## src/rtl/fifo_mem_ctrl.sv

```systemverilog
// ============================================================================
// fifo_mem_ctrl: pointer/flag controller and round-robin write arbiter for a
// dual-port FIFO storage array.  Revision: 1.0
// ============================================================================
`default_nettype none

module fifo_mem_ctrl #(
  parameter int DEPTH      = 8,
  parameter int DATA_WIDTH = 8,
  parameter int PTR_WIDTH  = 3,
  parameter int AF_LEVEL   = 6
) (
  input  logic                  wclk,
  input  logic                  wrst,
  input  logic                  req0,
  input  logic                  req1,
  input  logic [DATA_WIDTH-1:0] wdata0,
  input  logic [DATA_WIDTH-1:0] wdata1,
  output logic                  gnt0,
  output logic                  gnt1,
  input  logic                  rd_req,
  output logic                  rd_valid,
  output logic                  mem_we,
  output logic [PTR_WIDTH-1:0]  mem_waddr,
  output logic [DATA_WIDTH-1:0] mem_wdata,
  output logic                  mem_re,
  output logic [PTR_WIDTH-1:0]  mem_raddr,
  output logic                  full,
  output logic                  empty,
  output logic                  almost_full,
  output logic [PTR_WIDTH:0]    count
);

  typedef enum logic [0:0] {
    PRI0 = 1'b0,
    PRI1 = 1'b1
  } state_t;

  localparam logic [PTR_WIDTH:0] PTR_ONE = (PTR_WIDTH+1)'(1);
  localparam logic [PTR_WIDTH:0] DEPTH_C = (PTR_WIDTH+1)'(DEPTH);
  localparam logic [PTR_WIDTH:0] AF_THR  = (PTR_WIDTH+1)'(AF_LEVEL);

  state_t               state_q, state_d;
  logic [PTR_WIDTH:0]   wptr_q, wptr_d;
  logic [PTR_WIDTH:0]   rptr_q, rptr_d;
  logic [PTR_WIDTH:0]   count_q, count_d;
  logic                 full_q, full_d;
  logic                 empty_q, empty_d;
  logic                 af_q, af_d;
  logic                 rd_valid_q, rd_valid_d;
  logic                 wr_ok;
  logic                 rd_ok;

  always_comb begin
    state_d    = state_q;
    wptr_d     = wptr_q;
    rptr_d     = rptr_q;
    gnt0       = 1'b0;
    gnt1       = 1'b0;
    // Both acceptances use this cycle's registered flags, so a same-cycle
    // read never makes room for a write and vice versa.
    wr_ok      = (req0 | req1) & ~full_q & ~wrst;
    rd_ok      = rd_req & ~empty_q & ~wrst;

    if (wr_ok) begin
      gnt0 = req0 & (~req1 | (state_q == PRI0));
      gnt1 = req1 & (~req0 | (state_q == PRI1));
      wptr_d = wptr_q + PTR_ONE;
    end
    if (gnt0) begin
      state_d = PRI1;
    end else if (gnt1) begin
      state_d = PRI0;
    end
    if (rd_ok) begin
      rptr_d = rptr_q + PTR_ONE;
    end

    // Pointer difference equals occupancy; full means the pointers differ
    // only in the wrap bit, i.e. the difference is exactly DEPTH.
    count_d    = wptr_d - rptr_d;
    full_d     = (count_d == DEPTH_C);
    empty_d    = (wptr_d == rptr_d);
    af_d       = (count_d >= AF_THR);
    rd_valid_d = rd_ok;
  end

  always_ff @(posedge wclk) begin
    if (wrst) begin
      state_q    <= PRI0;
      wptr_q     <= '0;
      rptr_q     <= '0;
      count_q    <= '0;
      full_q     <= 1'b0;
      empty_q    <= 1'b1;
      af_q       <= 1'b0;
      rd_valid_q <= 1'b0;
    end else begin
      state_q    <= state_d;
      wptr_q     <= wptr_d;
      rptr_q     <= rptr_d;
      count_q    <= count_d;
      full_q     <= full_d;
      empty_q    <= empty_d;
      af_q       <= af_d;
      rd_valid_q <= rd_valid_d;
    end
  end

  // A read launched just before reset is dropped rather than reported.
  assign rd_valid    = rd_valid_q & ~wrst;
  assign mem_we      = gnt0 | gnt1;
  assign mem_waddr   = wptr_q[PTR_WIDTH-1:0];
  assign mem_wdata   = gnt1 ? wdata1 : wdata0;
  assign mem_re      = rd_ok;
  assign mem_raddr   = rptr_q[PTR_WIDTH-1:0];
  assign full        = full_q;
  assign empty       = empty_q;
  assign almost_full = af_q;
  assign count       = count_q;

endmodule

`default_nettype wire

```

## config.mk

```make
export PLATFORM = sky130hd
export DESIGN_NAME = fifo_mem_ctrl
export DESIGN_NICKNAME = d
export VERILOG_FILES = /design/src/rtl/fifo_mem_ctrl.sv
export SDC_FILE = /design/constraint.sdc
export NUM_CORES = 1
export LEC_CHECK = 0
export CAP_MARGIN = 20
export CORE_UTILIZATION = 39
export DETAILED_ROUTE_END_ITERATION = 12
export PLACE_DENSITY = 0.79
export SYNTH_ARGS = -nofsm -noshare
export SYNTH_HDL_FRONTEND = slang
export SYNTH_SLANG_ARGS = --single-unit
```

## constraint.sdc

```tcl
create_clock -name wclk -period 6.2 [get_ports wclk]
set_clock_uncertainty 0.15 [all_clocks]
set_input_delay 0.93 -clock wclk [delete_from_list [all_inputs] [get_ports wclk]]
set_output_delay 0.93 -clock wclk [all_outputs]
set_load 0.01 [all_outputs]
```

### Word level (Yosys, flattened, before mapping)

Index checks and enable logic that the tools add are counted.

| word-level totals | value |
|---|---|
| word-level logic and storage cells | 39 |
| output and inout bits | 26 |
| input bits | 21 |
| register bits after elaboration | 17 |

| cells by class | value |
|---|---|
| multiplexer cells | 7 |
| eq/ne operators | 2 |
| bitwise gates (word level) | 17 |
| reductions and logical operators | 1 |
| magnitude comparators | 1 |
| add/subtract/negate cells | 3 |

Operators with widths:

| cell | number |
|---|---|
| $add 4x1->4 const B | 2 |
| $mux 4 | 2 |
| $mux 8 | 1 |
| $and 1x1->1 | 7 |
| $not 1->1 | 6 |
| $eq 4x4->1 | 1 |
| $eq 4x4->1 const B | 1 |
| $ge 4x3->1 const B | 1 |
| $mux 1 | 4 |
| $or 1x1->1 | 4 |
| $sub 4x4->4 | 1 |
| $reduce_bool 2->1 | 1 |

### Longest topological paths before layout

Gate-level depths: netlist of run 1.

| logic depth | value |
|---|---|
| depth after elaboration | 6 |
| depth in mapped cells | 9 |
| depth with buffers taken out | 9 |

### Least setup slack after synthesis of run 1

OpenSTA, ideal clock, no wires.

| timing | value |
|---|---|
| path kind | input to register |
| from | input port wrst |
| to | register af_q, in the netlist almost_full |
| arrival | 2956 ps |
| buffers on the path | 1 |
| path slack | 2965 ps |
| setup time | 129 ps |
| data required time | 5921 ps |
| stages on the path | 9 |
| path through | buf_6 > nor3_1 > mux2i_1 > inv_1 > ha_1 > a21o_1 > a21oi_1 > xor2_1 > a21oi_1 |

| on the way | value |
|---|---|
| cells in the longest elaborated chain, start to end | 5 |
| elaborated cells on any way between the ends | 7 |
| those cells by class | add/sub: 1; order compare: 1; mux: 2; bitwise: 3 |

RTL lines:

| item | RTL line | source |
|---|---|---|
| from (decl) | 14 | `input logic wrst,` |
| $not 1->1 | 62 | `wr_ok = (req0 \| req1) & ~full_q & ~wrst;` |
| $and 1x1->1 | 62 |  |
| $mux 4 | 65 | `if (wr_ok) begin` |
| via wptr_d[1] | 44 | `logic [PTR_WIDTH:0] wptr_q, wptr_d;` |
| $sub 4x4->4 | 81 | `count_d = wptr_d - rptr_d;` |
| $ge 4x3->1 | 84 | `af_d = (count_d >= AF_THR);` |
| to (signal assigned) | 96 | `af_q <= 1'b0;` |
| to (signal assigned) | 105 | `af_q <= af_d;` |
| to (decl) | 49 | `logic af_q, af_d;` |

The timed path passes the listed nets, and every way through them passes these cells.
A chain may end at the register's enable or synchronous reset.

### Worst setup path in the final report of run 1

| timing | value |
|---|---|
| from | input port wrst |
| to | output port mem_wdata[2] |

| on the way | value |
|---|---|
| cells in the longest elaborated chain, start to end | 4 |

RTL lines:

| item | RTL line | source |
|---|---|---|
| $not 1->1 | 62 |  |
| $and 1x1->1 | 62 |  |
| $mux 1 | 65 |  |
| $mux 8 | 114 | `assign mem_wdata = gnt1 ? wdata1 : wdata0;` |
| to (decl) | 25 | `output logic [DATA_WIDTH-1:0] mem_wdata,` |

Every way passes these cells.

==> flow_summary.ini, run 1 <==
[grt]
antenna_found_initial = 0
grt_pass1_wl_um = 3415
gr-total-overflow = 0
grt_max_degree = 21
grt_pass1_vias = 797
grt_use_total_pct = 18.37

[floorplan]
die_w_um = 50.59
core_area_um2 = 2212
dieArea_um2 = 2559
die_y_um = 50.59
pin_count = 47
num_rows = 17
start_util_pct = 41.63

[synth]
async_flop_share_pct = 0
ys.flop_type = dfxtp_1
yosysSeqAreaShare_pct = 36.96
synth_common_cells = nand2_1, dfxtp_1, nor2_1, buf_4
synth_area_leaders = dfxtp_1, nand2_1, ha_1, buf_4, nor2_1
synth_area_um2 = 920.9
avgSynthCellArea_um2 = 8.606
synthCells = 107
ys_ff_latch = 17
synth_nets = 134
yosysMostFrequentCell = nand2_1
synth-edff-count = 0
yosysWarnings = 0
yosys.area.top_type = dfxtp_1
synth_top_area_share_pct = 36.96
synth_cell_types = 29

[critical_path]
cp.depth = 7
path_buf_inv = 3
reg2reg_depth = 8
end_kind = primary output
cp.arrival_ns = 3.30
crit_chain = clkdlybuf4s50_1 -> nor2_1 -> nand3_1 -> clkinv_1 -> nand2_1 -> nand2_1 -> clkdlybuf4s50_1
cp_data_required_time_ns = 5.12
critical_path.slowest_cell = clkdlybuf4s50_1
path_delay_family = buffers and inverters
slowest_delay_ns = 0.95
crit_type = in -> out
cp_max_fo = 20
critPathLaunchType = primary input

[power]
pwr-share-clk_pct = 20.2
power_density_nw_per_um2 = 215.8
internal_power_mw = 0.2068
p_comb_share_pct = 36.5
power_mw = 0.2986
vdd_ir_drop_max_v = 0.0001642
seqPwrFrac_pct = 43.3
swShare_pct = 30.74
switching_power_mw = 0.09179
leakage_nw = 0.5970

[worst_hold_path]
holdPathStages = 1
hold_path_class = reg -> reg

[timing]
setup_viol = 0
min_period_ns = 4.384
fmaxAchievable_mhz = 228.1
relSlewSlack_pct = 50.41
slew_violations = 0
worst_pin_slew_ns = 0.7416
hold_violations = 0
rsz0062_at_grt = no
timing.final.crit_share_pct = 70.71
fin_setup_tns_ns = 0

[job]
max_cap_viol_count = 0

[status]
status = finished, final reports clean

[drt]
vias = 847
antenna_left = 0
wl_um = 2168
viasPerCell = 4.785
dr.pass1.iters = 4
drc = 0
avgRoutedWirePerCell_um = 12.25
first_iter_violations = 12

[clocking]
cts-root-buf = clkbuf_4
ctsResizeCount = 0
cts_made_buffers = 3
cts_setup_buffers = 0
cts_hold_buf = 0
clk-insertion-delay-late_ns = 0.30
cts_tree = done
clockBufferDepth = 2
cts_htree_levels = 1
clkSlewWorstSetupHoldPaths_ns = 0.10
clock_sinks = 17

[place]
io_buffers = 46
place_congestion = 0.7709
dp_hpwl_um = 1734

[cells_and_area]
area_growth_pct = 50.27
fin_nets = 177
fillCellCount = 197
drive_gt1_share_pct = 6.711
diodes = 0
layout make-up:
class / instances / area, um2 / share of cell area [%]
multi-input combinational: 77 / 501.7 / 36.26
timing repair buffer: 46 / 460.4 / 33.27
sequential: 17 / 340.3 / 24.59
tap: 28 / 35.03 / 2.532
clock buffer: 3 / 22.52 / 1.627
inverter: 5 / 18.77 / 1.356
clock inverter: 1 / 5.005 / 0.3617
final timing paths:
check | from | endpoint | slack (ns)
hold / removal | empty | rd_valid_q | 0.35
setup / recovery | wrst | mem_wdata[2] | 1.82
setup reg to reg | full | almost_full | 3.51
hold reg to reg | empty | rd_valid_q | 0.35
through the flow:
stage / cells / area, um2 / hold slack [ns] / setup WS, ns / util [%]
after global placement: 173 / 1356 / 0.3118 / 1.931 / 61.31
final: 177 / 1384 / 0.3477 / 1.816 / 62.56
after CTS: 177 / 1384 / 0.3483 / 1.834 / 62.56
after detailed placement: 173 / 1356 / 0.3302 / 1.833 / 61.31
after floorplan: 107 / 920.9 / 0.3250 / 2.965 / -
after global routing: 177 / 1384 / 0.3652 / 1.539 / 62.56
state kept, by name, indices dropped and copies added, names as in the netlist:
name         count
count            4
rd_valid_q       1
state_q          1
empty            1
full             1
almost_full      1
wptr_q           4
rptr_q           4
cell families after synthesis:
logic type,count (synthesis),synth area share (%)
adders and majority gates,6,8.967
and+or+nand+nor,53,27.72
xor gates and xnor gates,10,11.14
AOI/OAI and AO/OA,6,4.484
DFF,17,36.96
buffers and inverters,13,8.558
muxes,2,2.174
per-layer routing:
layer	global-route usage, %	vias to the layer above	routed length [um]
li1	-	423	-
met1	19.59	378	885
met2	32.44	41	1043
met3	6.061	5	199
met4	8.333	0	38
met5	0	-	0
power by group through the flow:
| stage | sequential, mW | combinational [mW] | clock (mW) |
|---|---|---|---|
| floorplan | 0.135 | 0.0519 | 0 |
| CTS | 0.130 | 0.110 | 0.0616 |
| global route | 0.131 | 0.118 | 0.0681 |
| finish | 0.129 | 0.109 | 0.0604 |
| detailed placement | 0.132 | 0.109 | 0 |
| global placement | 0.131 | 0.108 | 0 |
cell usage in the layout (no fill, tap or decap), types with 2 or more instances in the layout:
cell type	count
a21oi_1	3
and2_1	2
clkbuf_4	3
clkdlybuf4s50_1	46
dfxtp_1	17
ha_1	5
inv_1	4
mux2i_1	2
nand2_1	27
nand3_1	3
nor2_1	12
xnor2_1	4
xor2_1	5
No activity file was read; power rests on OpenSTA's default activity.
==> run 2, diff against run 1 <==
==> constraint.sdc (replaced) <==
create_clock -name wclk -period 4.05 [get_ports wclk]
set_clock_uncertainty 0.15 [all_clocks]
set_input_delay 0.6075 -clock wclk [delete_from_list [all_inputs] [get_ports wclk]]
set_output_delay 0.6075 -clock wclk [all_outputs]
set_load 0.01 [all_outputs]
==> flow_summary.ini, run 2 (synthesis gave the netlist of run 1 again) <==
[cells_and_area]
layout_common_cells = clkdlybuf4s50_1, nand2_1, dfxtp_1, nor2_1
design_area_um2 = 1391
mostFrequentLayoutCell = clkdlybuf4s50_1
area_growth_pct = 51.09
diodes = 0
drive_gt1_share_pct = 7.333
fin_nets = 178

[timing]
slew_violations = 0
hold_violations = 0
fmaxAchievable_mhz = 278.4
hold_ws_ns = 0.3293
timing.final.crit_share_pct = 88.69
fin_setup_tns_ns = 0
min_period_ns = 3.592
setup_viol = 0
relSlewSlack_pct = 62.37
setup_ws_ns = 0.4580
worst_pin_slew_ns = 0.5601
rsz0062_at_grt = no

[power]
seqPwrFrac_pct = 43.3
pwr-share-clk_pct = 19.8
power_density_nw_per_um2 = 327.0
p_comb_share_pct = 36.9
swShare_pct = 30.26
switching_power_mw = 0.1377
leakage_nw = 0.6018
internal_power_mw = 0.3173
vdd_ir_drop_max_v = 0.0002321

[clocking]
cts-root-buf = clkbuf_4
clkSlewWorstSetupHoldPaths_ns = 0.10
cts_tree = done
clock_sinks = 17
cts_made_buffers = 3
clk-insertion-delay-late_ns = 0.29
ctsResizeCount = 0
cts_htree_levels = 1
clockBufferDepth = 2
cts_setup_buffers = 0
cts_hold_buf = 0

[grt]
grt_pass1_wl_um = 3298
grt_pass1_vias = 789
antenna_found_initial = 0
gr-total-overflow = 0
grt_use_total_pct = 17.18
grt_max_degree = 14

[critical_path]
reg2reg_depth = 8
cp.arrival_ns = 2.83
reg2reg_slack_ns = 1.41
r2r_start = full
crit_type = in -> out
cp_data_required_time_ns = 3.29
r2r-end = almost_full
cp_max_fo = 13
critPathLaunchType = primary input
end_kind = primary output

[place]
dp_hpwl_um = 1698
post-place-ws_ns = 0.4204
place_area_um2 = 1364
place_congestion = 0.8147
io_buffers = 46

[floorplan]
num_rows = 17
dieArea_um2 = 2559
pin_count = 47
core_area_um2 = 2212
die_y_um = 50.59
die_w_um = 50.59
start_util_pct = 41.63

[worst_hold_path]
hp-start = empty
hold_path_class = reg -> reg
holdPathStages = 1
hold_end = rd_valid_q

[drt]
drc = 0
avgRoutedWirePerCell_um = 11.67
vias = 855
antenna_left = 0
wl_um = 2077
first_iter_violations = 10
dr.pass1.iters = 4
viasPerCell = 4.803

[job]
max_cap_viol_count = 0

[status]
status = finished, final reports clean
run 2: changes by cell type in the layout (fill, tap and decap cells not counted):
cell   change
buf_4      +1
run 2: worst max-delay path by stage:
| stage | from | endpoint | slack [ns] | depth (start not counted) |
|---|---|---|---|---|
| finish | wrst | mem_wdata[7] | 0.46 | 7 |
| global placement | wrst | almost_full | 0.47 | 9 |
| detailed placement | wrst | almost_full | 0.42 | 9 |
| global route | wrst | mem_wdata[7] | 0.24 | 7 |
| floorplan | wrst | almost_full | 1.14 | 9 |
| CTS | wrst | mem_wdata[7] | 0.48 | 7 |
run 2: stage by stage:
step                utilization (%)  cells  power, mW
finish                        62.90    178     0.4550
global route                  62.90    178     0.4878
CTS                           62.90    178     0.4595
detailed placement            61.65    174     0.3690
global placement              61.65    174     0.3659
floorplan                         -    107     0.2856
run 2: cell type report:
cell class	instances	area (um2)
clock inverter	1	5.005
sequential	17	340.3
inverter	5	18.77
multi-input combinational	77	501.7
timing repair buffer	47	467.9
clock buffer	3	22.52
fill	200	820.8
tap	28	35.03
run 2: routing by layer:
metal  share of wire [%]  wire, um  track usage, %
met2                  48       989           31.56
met3                  12       249           6.364
met1                  40       821           18.37
met4                0.82        17           4.167
met5                   0         0               0
run 2: worst max-delay path, stage by stage:
cell and delay (ns):
clkdlybuf4s50_1 0.78, nor2_1 0.12, nand3_1 0.31, clkinv_1 0.30, nand2_1 0.17, nand2_1 0.07, clkdlybuf4s50_1 0.47
run 2: power groups by stage:
stage / clock [mW] / sequential [mW] / combinational (mW)
3_5_place_dp: 0 / 0.201 / 0.168
3_3_place_gp: 0 / 0.201 / 0.165
6_report: 0.0901 / 0.197 / 0.168
4_1_cts: 0.0931 / 0.197 / 0.169
5_1_grt: 0.102 / 0.200 / 0.187
2_1_floorplan: 0 / 0.206 / 0.0794
==> run 3, diff against run 2 <==
--- a/config.mk
+++ b/config.mk
@@ -9,6 +9,7 @@
 export CORE_UTILIZATION = 39
 export DETAILED_ROUTE_END_ITERATION = 12
 export PLACE_DENSITY = 0.79
+export SKIP_CTS_REPAIR_TIMING = 1
 export SYNTH_ARGS = -nofsm -noshare
 export SYNTH_HDL_FRONTEND = slang
 export SYNTH_SLANG_ARGS = --single-unit
==> results of run 3 <==
The final DEF is identical to that of run 2; final timing and power are the same.
